### src/rtl/bit_population_cnt_pkg.sv
// rtl/bit_population_cnt_pkg.sv - shared helpers for the population counter tree
package bit_population_cnt_pkg;

    // Number of partial sums present after `level` pairwise reductions of `width` bits.
    function automatic int operands_at_level(input int width, input int level);
        return (width + (1 << level) - 1) >> level;
    endfunction

endpackage

### src/rtl/bpc_add_level.sv
// rtl/bpc_add_level.sv - one registered adder-tree level: pairwise sums, odd operand passes through
module bpc_add_level
    import bit_population_cnt_pkg::*;
#(
    parameter int N_IN = 2,
    parameter int IN_W = 1
) (
    input  logic                                 clk_i,
    input  logic                                 srst_i,
    input  logic [N_IN*IN_W-1:0]                 sums_i,
    input  logic                                 val_i,
    output logic [((N_IN+1)/2)*(IN_W+1)-1:0]     sums_o,
    output logic                                 val_o
);

    localparam int N_OUT = (N_IN + 1) / 2;
    localparam int OUT_W = IN_W + 1;

    logic [N_OUT*OUT_W-1:0] sums_d;
    logic [N_OUT*OUT_W-1:0] sums_q;
    logic                   val_q;

    for (genvar j = 0; j < N_IN / 2; j++) begin : g_pair
        assign sums_d[j*OUT_W +: OUT_W] = OUT_W'(sums_i[2*j*IN_W +: IN_W])
                                        + OUT_W'(sums_i[(2*j+1)*IN_W +: IN_W]);
    end

    if (N_IN % 2 == 1) begin : g_odd
        assign sums_d[(N_OUT-1)*OUT_W +: OUT_W] = {1'b0, sums_i[(N_IN-1)*IN_W +: IN_W]};
    end

    // Sums load only with a valid operand set, so idle cycles hold the last result.
    always_ff @(posedge clk_i or negedge srst_i) begin
        if (!srst_i) begin
            val_q  <= 1'b0;
            sums_q <= '0;
        end else begin
            val_q <= val_i;
            if (val_i) begin
                sums_q <= sums_d;
            end
        end
    end

    assign sums_o = sums_q;
    assign val_o  = val_q;

endmodule

### src/rtl/bit_population_cnt.sv
// rtl/bit_population_cnt.sv - pipelined population counter, one word per clock
module bit_population_cnt
    import bit_population_cnt_pkg::*;
#(
    parameter int WIDTH = 8
) (
    input  logic                     clk_i,
    input  logic                     srst_i,
    input  logic [WIDTH-1:0]         data_i,
    input  logic                     data_val_i,
    output logic [$clog2(WIDTH):0]   data_o,
    output logic                     data_val_o
);

    localparam int LEVELS = $clog2(WIDTH);
    localparam int CNT_W  = $clog2(WIDTH) + 1;

    logic [WIDTH-1:0] stage0_q;
    logic             val0_q;

    always_ff @(posedge clk_i or negedge srst_i) begin
        if (!srst_i) begin
            val0_q   <= 1'b0;
            stage0_q <= '0;
        end else begin
            val0_q <= data_val_i;
            if (data_val_i) begin
                stage0_q <= data_i;
            end
        end
    end

    if (LEVELS == 0) begin : g_no_tree
        assign data_o     = stage0_q[CNT_W-1:0];
        assign data_val_o = val0_q;
    end else begin : g_tree
        for (genvar k = 1; k <= LEVELS; k++) begin : g_lvl
            localparam int N_IN  = operands_at_level(WIDTH, k - 1);
            localparam int N_OUT = operands_at_level(WIDTH, k);

            logic [N_IN*k-1:0]      in_sum;
            logic                   in_val;
            logic [N_OUT*(k+1)-1:0] out_sum;
            logic                   out_val;

            // Level 1 consumes raw bits as 1-bit partial sums.
            if (k == 1) begin : g_src_bits
                assign in_sum = stage0_q;
                assign in_val = val0_q;
            end else begin : g_src_level
                assign in_sum = g_lvl[k-1].out_sum;
                assign in_val = g_lvl[k-1].out_val;
            end

            bpc_add_level #(
                .N_IN (N_IN),
                .IN_W (k)
            ) u_level (
                .clk_i  (clk_i),
                .srst_i (srst_i),
                .sums_i (in_sum),
                .val_i  (in_val),
                .sums_o (out_sum),
                .val_o  (out_val)
            );
        end

        assign data_o     = g_lvl[LEVELS].out_sum[CNT_W-1:0];
        assign data_val_o = g_lvl[LEVELS].out_val;
    end

endmodule

### config.mk
export PLATFORM = sky130hd
export DESIGN_NAME = bit_population_cnt
export DESIGN_NICKNAME = d
export VERILOG_FILES = /design/src/rtl/bit_population_cnt_pkg.sv /design/src/rtl/bpc_add_level.sv /design/src/rtl/bit_population_cnt.sv
export SDC_FILE = /design/constraint.sdc
export NUM_CORES = 1
export LEC_CHECK = 0
export ABC_AREA = 1
export CAP_MARGIN = 15
export CORE_ASPECT_RATIO = 1.1
export CORE_MARGIN = 8
export CORE_UTILIZATION = 48
export CTS_CLUSTER_DIAMETER = 50
export DETAILED_ROUTE_END_ITERATION = 6
export PLACE_DENSITY_LB_ADDON = 0.25
export SYNTH_ARGS = -nofsm -noshare
export SYNTH_HDL_FRONTEND = slang
export SYNTH_SLANG_ARGS = --single-unit
### constraint.sdc
create_clock -name clk_i -period 1.2 [get_ports clk_i]
set_input_delay 0.12 -clock clk_i [delete_from_list [all_inputs] [get_ports clk_i]]
set_output_delay 0.12 -clock clk_i [all_outputs]
set_load 0.02 [all_outputs]
# Word-level counts from Yosys, hierarchy flattened
# Cells that the tools add are included.
[word_totals]
reg_bits = 30
latch_bits = 0
ram_bits = 0
rom_bits = 0
inputBits = 11
wordCells = 15
memories = 0
[classes]
addsub = 7
multipliers = 0
div = 0
n_lt_le_gt_ge = 0
eq_ne = 0
shift = 0
n_mux = 0
bitwise_logic = 0
n_reduce_logical = 0
[op_table]
columns = ["operator", "count"]
rows = [
  ["$add 1x1->2", 4],
  ["$add 2x2->3", 2],
  ["$add 3x3->4", 1],
]

# Longest topological paths before layout
[depth]
ltp_word = 1
ltp_mapped = 6

# By module
# A second synthesis with hierarchy kept.
[hier_totals]
cells_unflattened = 142
hier_area_um2 = 1316.3
[modules_own_cells]
columns = ["mod", "instances", "cells_per_inst", "area_each_um2", "seq_area_each_um2"]
rows = [
  ["bpc_add_level (g_tree.g_lvl[1].u_level)", 1, 39, 380.4, 225.2],
  ["bit_population_cnt", 1, 35, 330.3, 225.2],
  ["bpc_add_level (g_tree.g_lvl[2].u_level)", 1, 35, 330.3, 175.2],
  ["bpc_add_level (g_tree.g_lvl[3].u_level)", 1, 33, 275.3, 125.1],
]

# Least setup slack after synthesis
# Ideal clock, no wire load.
[synth_path]
path_type = "register -> register"
from = "register g_tree.g_lvl[2].u_level.sums_q[0]"
to = "register g_tree.g_lvl[3].u_level.sums_q[2]"
arrival_ns = 1.129
required_ns = 1.083
slack_ns = -0.047
stages_incl_launch_ff = 7
path_buffers = 0
period_less_slack_ns = 1.247
cell_sequence = "dfrtp_1 ha_1 fa_1 inv_1 nand2_1 nand3_1 nand2_1"
[synth_via]
elab_chain_len = 1
[synth_rtl]
columns = ["item", "line", "source"]
rows = [
  ["start: declaration", "bpc_add_level.sv:20", "logic [N_OUT*OUT_W-1:0] sums_q;"],
  ["start signal: assignment", "bpc_add_level.sv:40", "sums_q <= sums_d;"],
  ["$add 3x3->4", "bpc_add_level.sv:25", "+ OUT_W'(sums_i[(2*j+1)*IN_W +: IN_W]);"],
  ["end signal: assignment", "bpc_add_level.sv:40", ""],
  ["end: declaration", "bpc_add_level.sv:20", ""],
]
# Every way passes these cells.
# A chain may end at the register's enable or synchronous reset.

# Worst setup path after layout
[layout_path]
from = "register g_tree.g_lvl[2].u_level.sums_q[3]"
to = "register g_tree.g_lvl[3].u_level.sums_q[1]"
[layout_via]
elab_chain_len = 1
[layout_rtl]
columns = ["item", "line", "source"]
rows = [
  ["$add 3x3->4", "bpc_add_level.sv:25", ""],
  ["named net g_tree.g_lvl[3].u_level.sums_d[1]", "bpc_add_level.sv:19", "logic [N_OUT*OUT_W-1:0] sums_d;"],
]
# The timed path passes the listed nets, and every way through them passes these cells.

==> flow_summary.yaml <==
clock_network:
  clkTransAtPathRegs_ps: 90
  cts-buffers-inserted: 5
  htree_num_levels: 2
  clockBufferDepth: 2
  worst_skew_pair.late_latency_ps: 330
  clock-root-buffer: "clkbuf_4"
  hold_buffers: 0
  clock-sinks: 30
  cts_tree: "yes"
routing:
  first_pass_iters: 4
  drt_iter0_markers: 17
  ant_nets: 0
  post_drt_wl_per_cell_um: 10.9
  via_per_inst: 4.63
  routed_wl_um: 2020
  num_vias: 857
  drc: 0
placed_design:
  placed_area_mm2: 0.00150
  place.gp.congestion: 0.743
  dp_slack_ps: -49.6
  numPortBuffers: 15
  hpwl_um: 1480
floorplan:
  fp.coreArea_mm2: 0.00254
  start_util: 0.511
  rows: 19
  ios: 16
  dieArea_mm2: 0.00463
  die_w_um: 65.6
  dieHeight_um: 70.6
yosys:
  ys_seq_elements: 30
  syn_nets: 154
  synth_top_cell_by_area: "dfrtp_1"
  synth.top_cell.area_share: 0.578
  synthTopCellsByArea: "dfrtp_1, nand2_1, ha_1"
  yosysSeqAreaShare: 0.578
  yosysUniqueCellTypes: 11
  syn-cell-area_mm2: 0.00130
  syn_area_per_cell_um2: 9.91
  yosysWarnings: 0
  netlist_instances: 131
layout:
  drive_above_1_share: 0.110
  diodes: 0
  nets: 177
  num-fill-cells: 229
  multi_input_area_um2: 465
  design_area_mm2: 0.00156
  syn_to_final_growth_pct: 20.2
  regArea_um2: 751
critical_path:
  crit_required_ps: 1470
  worstRegToRegCells: 4
  worstSetupStartpointType: "flop"
  r2r-start: "g_tree.g_lvl[2].u_level.sums_o[3]"
  crit_start: "g_tree.g_lvl[2].u_level.sums_o[3]"
  cp-end-kind: "flop"
  crit_path_max_fanout: 2
  arrival_ps: 1520
  r2r_end: "g_tree.g_lvl[3].u_level.sums_o[1]"
  critPathKind: "flop to flop"
  endpoint: "g_tree.g_lvl[3].u_level.sums_o[1]"
  r2r_slack_ps: -50
hold_path:
  worstHoldPathType: "input port to async pin"
power:
  leakage_nw: 0.784
  ir_worst_vdd_mv: 1.05
  finalPower_mw: 2.33
  power.density_mw_per_mm2: 1490
global_route:
  gr-usage-all-layers: 0.108
  grt_pass1_vias: 962
  grt_max_degree: 31
  grt_overflow: 0
  antenna_found_initial: 0
  grt_first_pass_wirelength_um: 3880
timing:
  period_share: 1.04
  worst_slew_pin_slew_ps: 388
  fin_crit_ps: 1250
  slew_violations: 0
  fmax_mhz: 800
  hold_violations: 0
  skew_ps: 8.24
  setup_violations: 3
  rsz0062_at_grt: "yes"
  slew_headroom: 0.741
  setup_tns_ps: -73.9
  fin_ws_ps: -49.4
outcome:
  violations: "setup timing"
  outcome: "finished, violations left"
run:
  cap_violations: 0
[critical path, stage by stage, from the launching register on]
cell and delay (ps):
dfrtp_1 390, ha_2 200, fa_2 510, nand2_1 40
nand2_1 60
[metrics by stage]
step           utilization  hold WS (ps)  std cells
2_1_floorplan            -          -176        131
3_3_place_gp         0.589           433        177
3_5_place_dp         0.589           435        177
4_1_cts              0.609           141        185
5_1_grt              0.614           148        185
6_report             0.614           143        185
[cell usage after synthesis]
cell type,instances
nand3_1,1
o21ai_1,1
nand2_1,41
nor2_1,3
dfrtp_1,30
buf_6,2
inv_1,21
inv_2,1
ha_1,9
o21ai_0,19
fa_1,3
[kinds of logic after synthesis]
| logic type | synth area share |
|---|---|
| AND/OR/NAND/NOR | 0.131 |
| flip-flops | 0.578 |
| buffers and inverters | 0.0809 |
| AO/OA/AOI/OAI | 0.0771 |
| adder cells (fa/ha/maj) | 0.133 |
[sequential cells by signal, summed over array words and instances, names as in the netlist]
register	count
g_tree.g_lvl.in_sum	8
g_tree.g_lvl.in_val	1
g_tree.g_lvl.u_level.sums_o	18
g_tree.g_lvl.u_level.val_o	3
[placed cells by master, fill, tap and decap left out]
cell type,synthesis,routed
buf_12,0,1
buf_4,0,2
clkbuf_1,0,2
clkbuf_4,0,5
clkdlybuf4s50_1,0,10
dfrtp_1,30,30
dlygate4sd2_1,0,5
fa_1,3,2
fa_2,0,1
ha_1,9,5
ha_2,0,3
ha_4,0,1
inv_1,21,18
inv_2,1,4
nand2_1,41,41
nand3_1,1,1
nor2_1,3,3
o21ai_0,19,16
o21ai_1,1,4
[how the worst min path moves through the flow]
stage | cells past startpoint | from | end | slack (ps)
final | 2 | srst_i | g_tree.g_lvl[3].u_level.sums_o[2] | 140
after global routing | 2 | srst_i | g_tree.g_lvl[3].u_level.sums_o[1] | 150
after CTS | 2 | srst_i | g_tree.g_lvl[3].u_level.sums_o[2] | 140
after detailed placement | 0 | g_tree.g_lvl[1].u_level.val_o | g_tree.g_lvl[2].u_level.val_o | 430
after global placement | 0 | g_tree.g_lvl[1].u_level.val_o | g_tree.g_lvl[2].u_level.val_o | 430
after floorplan | 0 | srst_i | g_tree.g_lvl[1].in_sum[0] | -180
[routing by layer]
layer / GRT usage / vias to the layer above / routed length (um)
met2: 0.172 / 21 / 949
li1: - / 448 / -
met3: 0.0457 / 8 / 155
met5: 0 / - / 0
met4: 0.0874 / 0 / 79
met1: 0.108 / 380 / 836
[cell type report]
class / count / area share
well taps: 31 / 0.0248
repair buffers: 18 / 0.115
clock buffers: 7 / 0.0288
inverters: 22 / 0.0529
flip-flops and latches: 30 / 0.481
multi-input cells: 77 / 0.298
[where the power goes]
part / total (mW) / switching [mW] / leakage, nW / internal, mW
Sequential: 1.26 / 0.102 / 0.375 / 1.16
Combinational: 0.521 / 0.279 / 0.384 / 0.243
Clock: 0.542 / 0.321 / 0.0254 / 0.220
[what timing repair did]
action | 4_1_cts | 5_1_grt
pin swaps | 6 | 4
endpoints found under the setup margin | 9 | 6
resized for setup | 9 | 3
setup buffers | 1 | 0
Note: power is estimated with default switching activity, not from simulation.
